[src/rtl/pwm_pkg.sv]
// Shared definitions for the multi-channel PWM controller.
// Default sizing, counter direction encoding and sizing helpers.
package pwm_pkg;

    localparam int DEF_CHANNELS = 4;
    localparam int DEF_WIDTH    = 8;
    localparam int MAX          = (1 << DEF_WIDTH) - 1;
    localparam int SEL_W        = (DEF_CHANNELS > 1) ? $clog2(DEF_CHANNELS) : 1;

    typedef enum logic {
        UP = 1'b0,
        DN = 1'b1
    } dir_e;

    function automatic int max_of(input int w);
        return (1 << w) - 1;
    endfunction

    function automatic int sel_w_of(input int ch);
        return (ch > 1) ? $clog2(ch) : 1;
    endfunction

endpackage

[src/rtl/pwm_channel.sv]
// One PWM channel: pending (shadow) duty with saturating edits,
// active duty reloaded at period start, registered compare output.
module pwm_channel
    import pwm_pkg::*;
#(
    parameter int WIDTH = 8,
    parameter int STEP  = 5
) (
    input  logic             CLK,
    input  logic             RST,
    input  logic             edit_en,
    input  logic             up,
    input  logic             dn,
    input  logic             reload,
    input  logic [WIDTH-1:0] cnt,
    output logic             pwm,
    output logic [WIDTH-1:0] shadow
);

    localparam logic [WIDTH:0]   MAXW   = (WIDTH+1)'(max_of(WIDTH));
    localparam logic [WIDTH:0]   STEPW  = (WIDTH+1)'(STEP);
    localparam logic [WIDTH-1:0] MAXN   = WIDTH'(max_of(WIDTH));

    logic [WIDTH-1:0] shadow_q, shadow_d;
    logic [WIDTH-1:0] active_q, active_d;
    logic             pwm_q, pwm_d;
    logic [WIDTH:0]   sum;

    // Saturating edit of the pending duty, reload and compare
    always_comb begin
        sum      = {1'b0, shadow_q} + STEPW;
        shadow_d = shadow_q;
        active_d = reload ? shadow_q : active_q;
        pwm_d    = (cnt < active_q);
        if (edit_en && up && !dn) begin
            shadow_d = (sum > MAXW) ? MAXN : sum[WIDTH-1:0];
        end else if (edit_en && dn && !up) begin
            shadow_d = ({1'b0, shadow_q} < STEPW) ? '0
                     : shadow_q - WIDTH'(STEP);
        end
    end

    // Channel state registers
    always_ff @(posedge CLK or posedge RST) begin
        if (RST) begin
            shadow_q <= '0;
            active_q <= '0;
            pwm_q    <= 1'b0;
        end else begin
            shadow_q <= shadow_d;
            active_q <= active_d;
            pwm_q    <= pwm_d;
        end
    end

    assign pwm    = pwm_q;
    assign shadow = shadow_q;

endmodule

[src/rtl/pwm_multi_ctrl.sv]
// Multi-channel PWM top: prescaler, shared period counter with
// edge/centre-aligned direction FSM, channel select and duty readback.
module pwm_multi_ctrl
    import pwm_pkg::*;
#(
    parameter int CHANNELS  = 4,
    parameter int WIDTH     = 8,
    parameter int PRESCALE  = 128,
    parameter int STEP      = 5,
    parameter int CENTER    = 0,
    localparam int SW       = sel_w_of(CHANNELS)
) (
    input  logic                CLK,
    input  logic                RST,
    input  logic                up_pulse,
    input  logic                dn_pulse,
    input  logic                sel_pulse,
    output logic [CHANNELS-1:0] PWM_PIN,
    output logic [SW-1:0]       sel_ch,
    output logic [WIDTH-1:0]    duty_out,
    output logic                period_strobe
);

    localparam int PW = (PRESCALE > 1) ? $clog2(PRESCALE) : 1;
    localparam logic [WIDTH-1:0] CMAX = WIDTH'(max_of(WIDTH));
    localparam logic [WIDTH-1:0] ONE  = WIDTH'(1);

    logic [PW-1:0]    pre_q, pre_d;
    logic             tick;
    logic [WIDTH-1:0] cnt_q, cnt_d;
    dir_e             dir_q, dir_d;
    logic             strobe_q, strobe_d;
    logic             reload;
    logic [SW-1:0]    sel_q, sel_d;
    logic [WIDTH-1:0] shadow_w [CHANNELS];

    // Prescaler: one-cycle tick every PRESCALE clocks
    always_comb begin
        tick  = (pre_q == PW'(PRESCALE - 1));
        pre_d = tick ? '0 : pre_q + PW'(1);
    end

    // Period counter and direction; reload when the count returns to 0
    always_comb begin
        cnt_d = cnt_q;
        dir_d = dir_q;
        if (tick) begin
            if (CENTER == 0) begin
                cnt_d = cnt_q + ONE;
            end else begin
                unique case (dir_q)
                    UP: begin
                        if (cnt_q == CMAX) begin
                            cnt_d = cnt_q - ONE;
                            dir_d = (cnt_q == ONE) ? UP : DN;
                        end else begin
                            cnt_d = cnt_q + ONE;
                        end
                    end
                    DN: begin
                        cnt_d = cnt_q - ONE;
                        if (cnt_q == ONE) dir_d = UP;
                    end
                endcase
            end
        end
        reload   = tick && (cnt_d == '0);
        strobe_d = reload;
    end

    // Channel select advance with wrap
    always_comb begin
        sel_d = sel_q;
        if (sel_pulse) begin
            sel_d = (sel_q == SW'(CHANNELS - 1)) ? '0 : sel_q + SW'(1);
        end
    end

    // Top-level state registers
    always_ff @(posedge CLK or posedge RST) begin
        if (RST) begin
            pre_q    <= '0;
            cnt_q    <= '0;
            dir_q    <= UP;
            strobe_q <= 1'b0;
            sel_q    <= '0;
        end else begin
            pre_q    <= pre_d;
            cnt_q    <= cnt_d;
            dir_q    <= dir_d;
            strobe_q <= strobe_d;
            sel_q    <= sel_d;
        end
    end

    for (genvar i = 0; i < CHANNELS; i++) begin : g_ch
        pwm_channel #(
            .WIDTH (WIDTH),
            .STEP  (STEP)
        ) u_ch (
            .CLK     (CLK),
            .RST     (RST),
            .edit_en (sel_q == SW'(i)),
            .up      (up_pulse),
            .dn      (dn_pulse),
            .reload  (reload),
            .cnt     (cnt_q),
            .pwm     (PWM_PIN[i]),
            .shadow  (shadow_w[i])
        );
    end

    // Pending duty of the selected channel
    always_comb begin
        duty_out = '0;
        for (int i = 0; i < CHANNELS; i++) begin
            if (sel_q == SW'(i)) duty_out = shadow_w[i];
        end
    end

    assign sel_ch        = sel_q;
    assign period_strobe = strobe_q;

endmodule

[config.mk]
export PLATFORM = sky130hd
export DESIGN_NAME = pwm_multi_ctrl
export DESIGN_NICKNAME = d
export VERILOG_FILES = /design/src/rtl/pwm_pkg.sv /design/src/rtl/pwm_channel.sv /design/src/rtl/pwm_multi_ctrl.sv
export SDC_FILE = /design/constraint.sdc
export NUM_CORES = 1
export LEC_CHECK = 0
export BUFFER_PORTS_ARGS = -buffer_cell sky130_fd_sc_hd__buf_2
export CORE_MARGIN = 2
export CORE_UTILIZATION = 45
export DETAILED_ROUTE_END_ITERATION = 10
export GPL_ROUTABILITY_DRIVEN = 0
export GPL_TIMING_DRIVEN = 0
export PLACE_DENSITY = 0.65
export SYNTH_ARGS = -nofsm -noshare
export SYNTH_HDL_FRONTEND = slang
export SYNTH_SLANG_ARGS = --single-unit
[constraint.sdc]
create_clock -name CLK -period 5.6 [get_ports CLK]
set_clock_uncertainty 0.05 [all_clocks]
set_input_delay 0.84 -clock CLK [delete_from_list [all_inputs] [get_ports CLK]]
set_output_delay 0.84 -clock CLK [all_outputs]
set_load 0.02 [all_outputs]
==> flow_metrics.py <==
metrics = {
    "run_status": {
        "status": "completed",
    },
    "worst_setup_path": {
        "critPathBufInv": 3,
        "worstSetupPathType": "reg -> out",
        "rr_worst_depth": 8,
        "cp.arrival_ps": 2470,
        "critPathLaunchType": "register",
        "critPathLaunch": "sel_ch[0]",
        "cpPeakStageDelay_ps": 420,
        "r2r_setup_slack_ps": 2530,
        "cp.depth": 8,
        "rr_startpoint": "pre_q[0]",
        "cp_common_cell": "a21oi_1",
        "crit_family": "buffers and inverters",
        "cp_slowest_cell": "dfrtp_1",
        "critPathMaxFanout": 10,
        "cp-end-kind": "output pin",
        "crit_required_ps": 4710,
        "worstPathCellList": "inv_1, ha_1, clkbuf_1, nand3b_1, a21oi_1, a21oi_1, o21ai_0, buf_2",
    },
    "cells_and_area": {
        "fillers": 1296,
        "final_nets": 814,
        "postLayoutCellArea_mm2": 0.006968,
        "antenna_cells": 0,
        "layout-drive-gt1-share_pct": 9.505,
        "syn2layout_area_growth_pct": 10.26,
    },
    "synthesis": {
        "syn_nets": 783,
        "synth_flop_cell": "dfrtp_1",
        "yosys.area.top_type": "dfrtp_1",
        "ys_ff_latch": 86,
        "synthCells": 733,
        "synthTopCellsByCount": "dfrtp_1, o21ai_0, a21oi_1",
        "yosys_warnings": 0,
        "postSynthAreaPerCell_um2": 8.622,
        "yosysSeqAreaShare_pct": 34.05,
        "synth.distinct_cells": 69,
        "synthArstFlopShare_pct": 100.0,
        "yosysTopAreaCellShare_pct": 34.05,
        "synth_area_mm2": 0.006320,
        "synth_edf_count": 0,
        "synthTopCellsByArea": "dfrtp_1, ha_1, o21ai_0",
        "yosysMostFrequentCell": "dfrtp_1",
    },
    "timing": {
        "finalCriticalPeriod_ps": 3356,
        "setup_tns_ps": 0,
        "worst_pin_slew_ps": 1038,
        "fin_ws_ps": 2244,
        "fmax_mhz": 298.0,
        "maxSlewHeadroom_pct": 30.19,
        "setup_viol": 0,
        "finalCritPeriodShare_pct": 59.93,
        "rsz0062_at_grt": "false",
        "drv_slew": 0,
        "hold_viol": 0,
    },
    "drt": {
        "drt_pass1_iterations": 5,
        "avgViaCountPerCell": 6.076,
        "drtAntennaViolNets": 0,
        "drt_iter0_drc": 586,
        "wl_mm": 16.57,
        "routed-via-count": 5760,
        "wl_per_cell_um": 17.48,
        "drc_errors": 0,
    },
    "clock_tree": {
        "clk_pin_slew_worst_paths_ps": 70,
        "ctsHoldBuffers": 0,
        "cts_made_buffers": 9,
        "clk_path_buf_depth": 2,
        "cts_setup_buffers": 0,
        "cts_tree": "done",
        "htreeDepth": 3,
        "clock_sinks": 86,
        "post_cts_resized": 0,
        "cts_root_buffer": "clkbuf_16",
        "clk_latency_ps": 360,
    },
    "global_route": {
        "grt_use_met3_pct": 4.647,
        "grt_pass1_vias": 5451,
        "grt_max_degree": 68,
        "antenna_found_initial": 0,
        "grt_pass1_wl_mm": 27.39,
        "grt.met2_usage_pct": 35.97,
        "top_usage_layer": "met2",
        "overflow": 0,
        "grt_use_met1_pct": 31.95,
        "grtUsageTotal_pct": 23.28,
    },
    "place": {
        "numPortBuffers": 19,
        "place_area_mm2": 0.006670,
        "post-dp-hpwl_mm": 11.96,
        "place_ws_ps": 2545,
    },
    "pwr": {
        "vdd_drop_max_uv": 260.0,
        "p_per_area_mw_per_mm2": 436.2,
        "p_leak_nw": 2.983,
    },
    "floorplan": {
        "row_count": 43,
        "start_util_pct": 45.88,
        "coreArea_mm2": 0.01377,
        "die-area_mm2": 0.01501,
        "die_w_um": 122.5,
        "num_io_pins": 20,
        "die_height_um": 122.5,
    },
    "min_path": {
        "hold_class": "in -> async",
    },
    "run": {
        "max_cap_violations": 0,
    },
}
## cell families (layout without fill, tap and decap cells)
kind of cell / count (synthesis) / count (layout) / share of synthesized area [%]
AOI/OAI and AO/OA: 233 / 233 / 24.13
xor gates and xnor gates: 17 / 17 / 2.356
adders and majority gates: 45 / 45 / 8.909
buffers and inverters: 103 / 138 / 6.652
DFF: 86 / 86 / 34.05
muxes: 36 / 36 / 6.157
and+or+nand+nor: 213 / 213 / 17.74
## state kept, by name (all words and copies together), names as in the netlist
| signal | flops |
|---|---|
| g_ch.u_ch.active_q | 32 |
| g_ch.u_ch.shadow | 32 |
| cnt_q | 8 |
| pre_q | 7 |
| g_ch.u_ch.pwm | 4 |
| sel_ch | 2 |
| period_strobe | 1 |
## metal layers
metal | share of wire [%] | vias up
met5 | 0 | -
met4 | 2.6 | 0
met3 | 5.4 | 33
met2 | 45 | 205
met1 | 47 | 2791
li1 | - | 2731
## metrics by stage
| step | util [%] | power (W) | instances | hold WS [ps] |
|---|---|---|---|---|
| after floorplan | - | 0.001969 | 733 | 374.4 |
| after global placement | 48.21 | 0.002341 | 932 | 388.4 |
| after detailed placement | 48.43 | 0.002381 | 933 | 401.9 |
| after CTS | 50.59 | 0.003016 | 948 | 391.4 |
| after global routing | 50.59 | 0.003260 | 948 | 416.7 |
| final | 50.59 | 0.003040 | 948 | 387.1 |
## placed cells by master (no fill, tap or decap), types with 4 or more instances in the layout
cell       instances
a211oi_1           4
a21o_1            12
a21oi_1           60
a221o_1            4
a2bb2oi_1          5
a31oi_1           10
and2_1            12
and3b_1            5
buf_2             19
buf_4              5
clkbuf_1          46
clkbuf_16          9
dfrtp_1           86
ha_1              45
inv_1             49
mux2_2            21
mux2i_1           13
nand2_1           50
nand2b_1          10
nand3_1           25
nand3b_1          16
nand4_1           10
nor2_1            36
nor2b_1            9
nor3_1            13
nor4_1             4
o211ai_1           7
o21a_1             6
o21ai_0           66
o22ai_1            6
o31ai_1            5
o32ai_1            4
or3_1              9
xnor2_1            6
xor2_1            11
## final timing paths
path,endpoint
setup reg to reg,g_ch[2].u_ch.active_q[0]
setup / recovery,duty_out[1]
min in group CLK,pre_q[0]
hold reg to reg,pre_q[0]
max in group asynchronous,g_ch[0].u_ch.shadow[7]
hold / removal,g_ch[3].u_ch.shadow[6]
## cell type report
cell class / count / area [µm²] / share of cell area [%]
plain buffers: 53 / 232.7 / 3.340
clock buffers: 11 / 242.7 / 3.484
clock inverters: 4 / 55.05 / 0.7901
inverters: 50 / 190.2 / 2.729
multi-input cells: 544 / 3747 / 53.78
flip-flops and latches: 86 / 2152 / 30.89
well taps: 180 / 225.2 / 3.232
repair buffers: 20 / 122.6 / 1.760
## report_power, final
| group | leakage [nW] | switching (W) | internal (W) |
|---|---|---|---|
| clock | 0.143 | 0.000268 | 0.000359 |
| combinational | 1.73 | 0.00103 | 0.000533 |
| sequential | 1.11 | 0.000122 | 0.000732 |
| total | 2.98 | 0.00142 | 0.00162 |
Power figures use the tool's default switching activity.
